File: config.mk
export PLATFORM = sky130hd
export DESIGN_NAME = ravenoc_pkt_inject
export DESIGN_NICKNAME = d
export VERILOG_FILES = /design/src/rtl/ravenoc_pkg.sv /design/src/rtl/ravenoc_flit_reg.sv /design/src/rtl/ravenoc_pkt_inject.sv
export SDC_FILE = /design/constraint.sdc
export NUM_CORES = 1
export LEC_CHECK = 0
export ABC_AREA = 1
export CAP_MARGIN = 10
export CORE_MARGIN = 5
export CORE_UTILIZATION = 40
export CTS_CLUSTER_SIZE = 40
export DETAILED_ROUTE_END_ITERATION = 8
export GPL_ROUTABILITY_DRIVEN = 0
export HOLD_SLACK_MARGIN = 0.02
export MAX_ROUTING_LAYER = met4
export PLACE_DENSITY = 0.76
export SLEW_MARGIN = 20
export SYNTH_ARGS = -nofsm -noshare
export SYNTH_HDL_FRONTEND = slang
export SYNTH_SLANG_ARGS = --single-unit
File: constraint.sdc
create_clock -name clk -period 1.4 [get_ports clk]
set_input_delay 0.28 -clock clk [delete_from_list [all_inputs] [get_ports clk]]
set_output_delay 0.28 -clock clk [all_outputs]
set_load 0.05 [all_outputs]
File: src/rtl/ravenoc_pkg.sv
// ravenoc_pkg: shared flit types and default NoC widths for the RaveNoC local injector.
// Revision 1.0
`default_nettype none

package ravenoc_pkg;

  localparam int FLIT_DATA_WIDTH = 32;
  localparam int X_W             = 2;
  localparam int Y_W             = 2;
  localparam int PKT_SZ_W        = 8;
  localparam int VC_W            = 1;

  typedef enum logic [1:0] {
    HEAD_FLIT      = 2'd0,
    BODY_FLIT      = 2'd1,
    TAIL_FLIT      = 2'd2,
    HEAD_TAIL_FLIT = 2'd3
  } flit_type_t;

  // Head flit as seen on flit_o for the default widths, MSB first.
  typedef struct packed {
    flit_type_t                                      flit_type;
    logic [X_W-1:0]                                  x_dest;
    logic [Y_W-1:0]                                  y_dest;
    logic [X_W-1:0]                                  x_src;
    logic [Y_W-1:0]                                  y_src;
    logic [PKT_SZ_W-1:0]                             pkt_size;
    logic [FLIT_DATA_WIDTH-2*X_W-2*Y_W-PKT_SZ_W-1:0] rsvd;
  } s_flit_head_t;

endpackage

`default_nettype wire

File: src/rtl/ravenoc_flit_reg.sv
// ravenoc_flit_reg: single-entry valid/ready output register; out_free marks when it may load.
// Revision 1.0
`default_nettype none

module ravenoc_flit_reg #(
  parameter int FLIT_W = 34,
  parameter int VC_W   = 1
) (
  input  logic              clk,
  input  logic              arst,
  input  logic              load,
  input  logic [FLIT_W-1:0] next_flit,
  input  logic [VC_W-1:0]   next_vc,
  input  logic              ready,
  output logic              valid,
  output logic [FLIT_W-1:0] flit,
  output logic [VC_W-1:0]   vc,
  output logic              out_free
);

  assign out_free = !valid || ready;

  // Data and VC only move on a load, so they stay frozen while stalled.
  always_ff @(posedge clk) begin
    if (!arst) begin
      valid <= 1'b0;
      flit  <= '0;
      vc    <= '0;
    end else if (out_free) begin
      valid <= load;
      if (load) begin
        flit <= next_flit;
        vc   <= next_vc;
      end
    end
  end

endmodule

`default_nettype wire

File: src/rtl/ravenoc_pkt_inject.sv
// ravenoc_pkt_inject: turns per-packet commands plus payload words into HEAD/BODY/TAIL flits.
// Revision 1.0
`default_nettype none

module ravenoc_pkt_inject #(
  parameter int ROUTER_X_ID     = 0,
  parameter int ROUTER_Y_ID     = 0,
  parameter int FLIT_DATA_WIDTH = 32,
  parameter int X_W             = 2,
  parameter int Y_W             = 2,
  parameter int PKT_SZ_W        = 8,
  parameter int VC_W            = 1
) (
  input  logic                       clk,
  input  logic                       arst,
  input  logic                       cmd_valid_i,
  output logic                       cmd_ready_o,
  input  logic [X_W-1:0]             cmd_x_i,
  input  logic [Y_W-1:0]             cmd_y_i,
  input  logic [VC_W-1:0]            cmd_vc_i,
  input  logic [PKT_SZ_W-1:0]        cmd_len_i,
  input  logic                       data_valid_i,
  output logic                       data_ready_o,
  input  logic [FLIT_DATA_WIDTH-1:0] data_i,
  output logic                       flit_valid_o,
  input  logic                       flit_ready_i,
  output logic [FLIT_DATA_WIDTH+1:0] flit_o,
  output logic [VC_W-1:0]            vc_id_o,
  output logic                       busy_o
);

  import ravenoc_pkg::*;

  localparam int FLIT_W = FLIT_DATA_WIDTH + 2;
  localparam int PAD_W  = FLIT_DATA_WIDTH - 2*X_W - 2*Y_W - PKT_SZ_W;
  localparam logic [X_W-1:0] SRC_X = X_W'(ROUTER_X_ID);
  localparam logic [Y_W-1:0] SRC_Y = Y_W'(ROUTER_Y_ID);

  typedef enum logic {ST_IDLE, ST_BODY} state_t;

  state_t                     state, state_next;
  logic [PKT_SZ_W-1:0]        rem, rem_next;
  logic [VC_W-1:0]            vc_q, vc_next;
  logic                       out_free;
  logic                       load;
  logic [FLIT_W-1:0]          load_flit;
  logic [VC_W-1:0]            load_vc;
  logic [FLIT_DATA_WIDTH-1:0] head_fields;

  assign head_fields = {cmd_x_i, cmd_y_i, SRC_X, SRC_Y, cmd_len_i, {PAD_W{1'b0}}};
  assign busy_o      = (state == ST_BODY);

  always_comb begin
    state_next   = state;
    rem_next     = rem;
    vc_next      = vc_q;
    cmd_ready_o  = 1'b0;
    data_ready_o = 1'b0;
    load         = 1'b0;
    load_flit    = '0;
    load_vc      = vc_q;
    case (state)
      ST_IDLE: begin
        cmd_ready_o = out_free;
        if (cmd_valid_i && out_free) begin
          load     = 1'b1;
          load_vc  = cmd_vc_i;
          vc_next  = cmd_vc_i;
          rem_next = cmd_len_i;
          if (cmd_len_i == '0) begin
            load_flit = {HEAD_TAIL_FLIT, head_fields};
          end else begin
            load_flit  = {HEAD_FLIT, head_fields};
            state_next = ST_BODY;
          end
        end
      end
      ST_BODY: begin
        data_ready_o = out_free;
        if (data_valid_i && out_free) begin
          load     = 1'b1;
          rem_next = rem - PKT_SZ_W'(1);
          // The word that brings rem to zero closes the packet.
          if (rem == PKT_SZ_W'(1)) begin
            load_flit  = {TAIL_FLIT, data_i};
            state_next = ST_IDLE;
          end else begin
            load_flit = {BODY_FLIT, data_i};
          end
        end
      end
      default: state_next = ST_IDLE;
    endcase
  end

  always_ff @(posedge clk) begin
    if (!arst) begin
      state <= ST_IDLE;
      rem   <= '0;
      vc_q  <= '0;
    end else begin
      state <= state_next;
      rem   <= rem_next;
      vc_q  <= vc_next;
    end
  end

  ravenoc_flit_reg #(
    .FLIT_W (FLIT_W),
    .VC_W   (VC_W)
  ) u_flit_reg (
    .clk       (clk),
    .arst      (arst),
    .load      (load),
    .next_flit (load_flit),
    .next_vc   (load_vc),
    .ready     (flit_ready_i),
    .valid     (flit_valid_o),
    .flit      (flit_o),
    .vc        (vc_id_o),
    .out_free  (out_free)
  );

endmodule

`default_nettype wire

==> Word-level counts from Yosys, hierarchy flattened <==
Index checks and enable logic that the tools add are counted.
{ "word_totals": {"ff_bits": 46, "input_bits": 50, "output_inout_bits": 39, "word_cells": 38} }
{ "classes": {"add_sub_neg": 1, "eq_ne": 3, "muxes": 20, "bitwise": 1, "n_reduce_logical": 7} }
{ "op_table": {"columns": ["operator", "count"], "rows": [
  ["34-bit two-way mux", 4],
  ["34-bit one-hot mux with 2 select lines", 1],
  ["8-bit two-way mux", 2],
  ["8-bit one-hot mux with 2 select lines", 1],
  ["1-bit two-way mux", 10],
  ["8-bit by 1-bit == test with 1-bit output (second input constant)", 1],
  ["8-bit logical NOT", 1],
  ["8-bit by 1-bit subtractor with 8-bit output (second input constant)", 1],
  ["1-bit one-hot mux with 2 select lines", 2],
  ["2-bit AND reduction", 2],
  ["1-bit logical AND", 2],
  ["2-bit by 1-bit inequality test with 1-bit output (second input constant)", 1],
  ["2-bit inequality test (second input constant)", 1],
  ["1-bit logical NOT", 1],
  ["1-bit logical OR", 1],
  ["1-bit NOT", 1]
]} }

==> Depth between registers and ports, before layout <==
Gate-level depths: netlist (run 1).
{ "depth": {"ltp_word": 6, "mapped_depth": 10} }

==> Hierarchy <==
A second synthesis (run 1) with hierarchy kept.
{ "unflattened": {"cells_unflattened": 418, "hier_area_um2": 2701.3} }
{ "by_module_without_submodules": {"columns": ["mod", "instances", "cells_per_inst", "area_each_um2"], "rows": [
  ["ravenoc_flit_reg", 1, 234, 1667.8],
  ["ravenoc_pkt_inject", 1, 184, 1033.5]
]} }

==> Worst setup path before layout (run 1) <==
Ideal clock, no wire load.
{ "synth_timing": {"kind": "register to output", "from": "register state, in the netlist busy_o", "to": "output port data_ready_o", "t_arrival_ns": 1.532, "required_ns": 1.120, "slack_ns": -0.412, "path_stages_with_launch": 3, "n_path_buf": 0, "cell_sequence": "dfxtp_1 > inv_2 > nor2_1"} }
{ "synth_via": {"elab_chain_len": 1} }
{ "synth_rtl": {"columns": ["element", "line", "text"], "rows": [
  ["start, declared", "ravenoc_pkt_inject.sv:41", "state_t state, state_next;"],
  ["start signal, assigned", "ravenoc_pkt_inject.sv:102", "state <= state_next;"],
  ["1-bit two-way mux", "ravenoc_pkt_inject.sv:62", "case (state)"],
  ["end, declared", "ravenoc_pkt_inject.sv:23", "output logic data_ready_o,"]
]} }
No other way between the ends.

==> Worst setup path in the final report (run 1) <==
{ "layout_timing": {"from": "register state, in the netlist busy_o", "to": "output port cmd_ready_o"} }
{ "layout_via": {"elab_chain_len": 1} }
{ "layout_rtl": {"columns": ["element", "line", "text"], "rows": [
  ["1-bit two-way mux", "ravenoc_pkt_inject.sv:62", null],
  ["end, declared", "ravenoc_pkt_inject.sv:17", "output logic cmd_ready_o,"]
]} }
No other way between the ends.

==> metrics.txt, run 1 <==
Crit. End Element=output port; remaining antenna violation count=0; Boundary Pins=89; Least-Margin Pin Slew=0.238 ns; total setup buffers inserted after CTS=0; area grow syn2layout=75.7%; vias in the first global route=2110; FMAX=approximately 740 MHz; Worst Min Path Start=data_valid_i; die width=82.4 um; grt ovf=0; commonest non-fill, non-tap cell in the layout=nand2_1; clk sinks=46; Max VDD drop=approximately 0.58 mV; Buffers on Ports=88; register area=about 900 um2; Mapped Area=2090 um2; Final Cell Area=3680 um2; RSZ-0062 raised after global routing=yes; largest net degree at the start of global routing=34; total wire length=6340 um; Clk pin slew, worst setup/hold paths=0.08 ns; crit share post-route=97.0%; Clock Latency Late Sink=0.30 ns; Max H-tree Level=2; P per Cell Area=1010 nW/um2; Min-Delay Path Depth=4; maxcap violations=0; ANT cells=0; FF-to-FF End=u_flit_reg.flit[18]; CTS root buf=clkbuf_8; row count=26; setup violators final=0; WHS Endpoint=busy_o; chip height=82.4 um; leading cell types in the layout, fill and taps excluded=nand2_1 (91), clkdlybuf4s50_1 (47), nor2_1 (44), dfxtp_1 (44), buf_12 (42); setup ws final=0.0414 ns; Vias=2276; first-pass GRT wire length=10000 um; DR vias/cell=4.71; Leak Pwr=1.55 nW; post-synthesis cell count=314; Starting Density=around 40%; DR WL/cell=13.1 um; total routing usage reported by global routing=between 10% and 20%; min Tclk post-route=1.36 ns; fin nets=~460; CP Max Fanout=14; DP HPWL=4890 um; max_slew headroom=84.0%; Yosys Warn Count=0; Slew Limit Fails=0; r2r setup slk=0.11 ns; fin util=between 70% and 80%; Setup WS pre-CTS=-0.386 ns; Fin. Hold Viols=0; Clock Tree Buf Depth=2; CP arrival=approximately 1.1 ns; total CTS buffers=5; Fill cells=390; CTS tree=done; Placed Area=3540 um2; path type of the worst setup path=reg -> out; core area=5110 um2; layout cells sized above 1=~18%; Detailed Routing Iterations Pass 1=4; Final Power=around 3.7 mW; Synth Net Count=366; # hold bufs at CTS=0; initial antenna violation count=0; die area=6780 um2; reg2reg path depth=9; Startpoint Class=flop; Detailed Route Iter0 Violations=92; FF-to-FF Start=u_flit_reg.valid; Avg Cell Area, Syn=6.67 um2; CP required=between 1 and 1.5 ns; synthesized flop and latch total=46; Seq/Total Area, Yosys=44.0%; Multi-input gate area=960 um2; min-delay worst type=in -> reg; Synth cell types=18; clk_skew=around 0.0054 ns; outcome=finished, final reports clean; detailed-route DRC error count=0; setup_tns=0 ns
## cells by family (layout without fill, tap and decap cells)
group	count (synthesis)	after routing	synth area share, %
adder cells (fa/ha/maj)	2	2	1.19
XOR/XNOR	2	2	0.836
flip-flops	46	46	44.0
AND/OR/NAND/NOR	154	154	28.9
buffers and inverters	52	151	11.3
AO/OA/AOI/OAI	58	58	13.9
## flip-flops by register name, indices dropped and copies added, names as in the netlist
signal            count
rem                   8
u_flit_reg.flit      34
u_flit_reg.valid      1
u_flit_reg.vc         1
busy_o                1
vc_q                  1
## metrics by stage
stage          cells  hold slack (ns)
2_1_floorplan    314            0.418
3_5_place_dp     475            0.491
3_3_place_gp     475            0.485
4_1_cts          483            0.504
6_report         483            0.362
5_1_grt          483            0.402
## worst max-delay path: stages, from the launching register on
cell and delay, ns:
dfxtp_2 0.34, buf_6 0.16, nor2_4 0.13, buf_12 0.14
## worst max path at each step
stage,from,endpoint,slack (ns),cells past startpoint
final,busy_o,cmd_ready_o,0.04,3
after global placement,flit_ready_i,u_flit_reg.flit[33],-0.34,11
after global routing,busy_o,u_flit_reg.flit[33],-0.008,9
after CTS,busy_o,cmd_ready_o,0.02,3
after floorplan,busy_o,cmd_ready_o,0.009,2
after detailed placement,flit_ready_i,u_flit_reg.flit[31],-0.39,11
## power by group
group          internal [mW]  leakage [nW]  switching, mW
Clock                  0.533        0.0514          0.453
Combinational          0.584          1.13          0.648
Sequential              1.40         0.378          0.100
## cells in the mapped netlist (all sizes together)
| master | number | share of area [%] |
|---|---|---|
| a21oi | 35 | 8.4 |
| buf | 9 | 3.3 |
| clkbuf | 5 | 0.90 |
| clkinv | 1 | 0.18 |
| dfxtp | 46 | 44 |
| ha | 2 | 1.2 |
| inv | 37 | 6.9 |
| nand2 | 92 | 16 |
| nand3 | 15 | 3.8 |
| nand4 | 1 | 0.30 |
| nor2 | 46 | 8.2 |
| o21ai | 23 | 5.5 |
| xor2 | 2 | 0.84 |
## layer usage
metal / routed length, um / share of wire [%] / vias up / track usage, %
met2: 3260 / 51 / 68 / 33.8
met4: 144 / 2.3 / 0 / 5.98
met1: 2600 / 41 / 1020 / 23.3
li1: - / - / 1175 / -
met3: 332 / 5.2 / 13 / 3.80
met5: 0 / 0 / - / -
## area by class of cell
cell class	instances	share of cell area [%]
tap	70	2.38
clock buffer	6	1.97
clock inverter	2	1.02
sequential	46	25.2
multi-input combinational	216	26.1
timing repair buffer	105	39.2
inverter	38	4.25
## what timing repair did
item / 4_1_cts / 5_1_grt
pin swaps: 2 / 2
endpoints found under the setup margin: 23 / 18
gates resized for setup: 7 / 6
Note: power is estimated with default switching activity, not from simulation.
==> run 2, diff against run 1 <==
- CORE_UTILIZATION: 40 -> 35
- PLACE_DENSITY: 0.76 -> 0.68
==> metrics.txt, run 2 (synthesis results as in run 1) <==
Fin. Hold Viols=0; WL met3=318 um; Vias=approximately 2300; Clk pin slew, worst setup/hold paths=0.08 ns; total routing usage reported by global routing=17.0%; Setup WS pre-CTS=-0.355 ns; remaining antenna violation count=0; slowest cell delay on critical path=~0.35 ns; Max Used Layer=met4; max_slew headroom=85.5%; largest net degree at the start of global routing=34; # hold bufs at CTS=0; P_int=approximately 2.4 mW; Clock Latency Late Sink=0.30 ns; Buffers on Ports=88; Clock Tree Buf Depth=2; WL met2=between 3000 and 4000 um; leading cell types in the layout, fill and taps excluded=nand2_1 (90), clkdlybuf4s50_1 (48), nor2_1 (44), buf_12 (44), dfxtp_1 (43); detailed-route DRC error count=0; min-delay worst type=reg -> reg; CTS root buf=clkbuf_8; Starting Density=35.6%; Clk pwr share=22.3%; grt ovf=0; Detailed Route Iter0 Violations=86; FMAX=740 MHz; fin nets=467; fin util=63.5%; Slew Limit Fails=0; crit share post-route=96.5%; Boundary Pins=a little under 90; Crit. End Element=output port; Max VDD drop=0.615 mV; CTS tree=done; total wire length=6260 um; ANT cells=0; setup violators final=0; clk_skew=0.00590 ns; Max H-tree Level=2; M1 wire length=~2700 um; Fill cells=512; CP arrival=between 1 and 1.5 ns; sequential share of power=42.0%; maxcap violations=0; CP required=1.12 ns; row count=28; Sw Pwr=around 1.2 mW; Top reg by flops=u_flit_reg.flit; first-pass GRT wire length=between 10000 and 15000 um; setup ws final=between 0.04 and 0.05 ns; die width=87.4 um; outcome=finished, final reports clean; Startpoint Class=flop; core area=~5900 um2; CP Max Fanout=3; chip height=87.4 um; DP HPWL=4770 um; initial antenna violation count=0; sw frac=~34%; total CTS buffers=5; DR vias/cell=4.59; Leak Pwr=approximately 1.6 nW; vias in the first global route=2190; max reg flops=34; die area=around 7600 um2; clk sinks=46; area grow syn2layout=78.4%; combinational power share=35.8%; commonest non-fill, non-tap cell in the layout=nand2_1; min Tclk post-route=1.35 ns; worst-path cell with the longest stage delay=dfxtp_4; critical path cell sequence=nand2_2 -> inv_4 -> nor2_4 -> buf_12; P per Cell Area=roughly 960 nW/um2; path type of the worst setup path=reg -> out; DR WL/cell=12.7 um; biggest registers after layout=u_flit_reg.flit x34, rem x8; Detailed Routing Iterations Pass 1=4; Least-Margin Pin Slew=0.216 ns; layout cells sized above 1=19.2%
run 2: cell types whose count changed in the layout (fill, tap and decap cells not counted), moves of 2 or more:
| cell | previous run | this run |
|---|---|---|
| o21ai_0 | 18 | 15 |
| o21ai_1 | 5 | 8 |
| buf_12 | 42 | 44 |
| nand2_2 | 0 | 2 |
run 2: path summary, 6_finish.rpt:
kind	start	to	slack, ns	depth (start not counted)
setup / recovery	u_flit_reg.valid	cmd_ready_o	0.05	4
hold / removal	u_flit_reg.flit[27]	u_flit_reg.flit[27]	0.50	2
setup reg to reg	u_flit_reg.valid	rem[3]	0.08	8
hold reg to reg	u_flit_reg.flit[27]	u_flit_reg.flit[27]	0.50	2
run 2: power groups by stage:
stage / clock [mW] / sequential (mW) / combinational, mW
after global routing: 0.863 / 1.52 / 1.38
after detailed placement: 0 / 1.53 / 1.22
after global placement: 0 / 1.53 / 1.21
after CTS: 0.833 / 1.50 / 1.24
final: 0.797 / 1.50 / 1.28
after floorplan: 0 / 1.70 / 0.446
run 2: timing repair:
item,CTS,global route
gates cloned,0,1
pin swaps,2,1
gates resized for setup,7,13
setup endpoints to repair,12,40
setup buffers,1,2
run 2: layer usage:
metal	vias to the layer above	global-route usage, %
met2	59	27.5
li1	1173	-
met5	-	-
met1	1012	21.3
met3	10	2.84
met4	0	6.28
run 2: worst max-delay path, delay by kind of cell, from the launching register on:
| family | cells | cell delay [ns] |
|---|---|---|
| buffers and inverters | 2 | 0.20 |
| AND/OR/NAND/NOR | 2 | 0.22 |
| flip-flops | 1 | 0.35 |
run 2: layout make-up:
class	instances	area [um2]	area share [%]
Timing Repair Buffer	108	1500	40.1
Sequential cell	46	927	24.8
Tap cell	75	93.8	2.51
Clock buffer	6	72.6	1.94
Clock inverter	2	13.8	0.368
Inverter	38	168	4.49
Multi-Input combinational cell	216	962	25.7
run 2: stage by stage:
step                power, mW  hold slack (ns)  setup TNS [ns]  area [um2]  std cells
CTS                      3.58            0.506               0        3660        488
detailed placement       2.76            0.495          -13.85        3550        479
finish                   3.58            0.499               0        3740        491
global placement         2.74            0.486          -13.15        3550        479
global route             3.76            0.517         -0.0298        3740        491
floorplan                2.15            0.418               0        2100        314
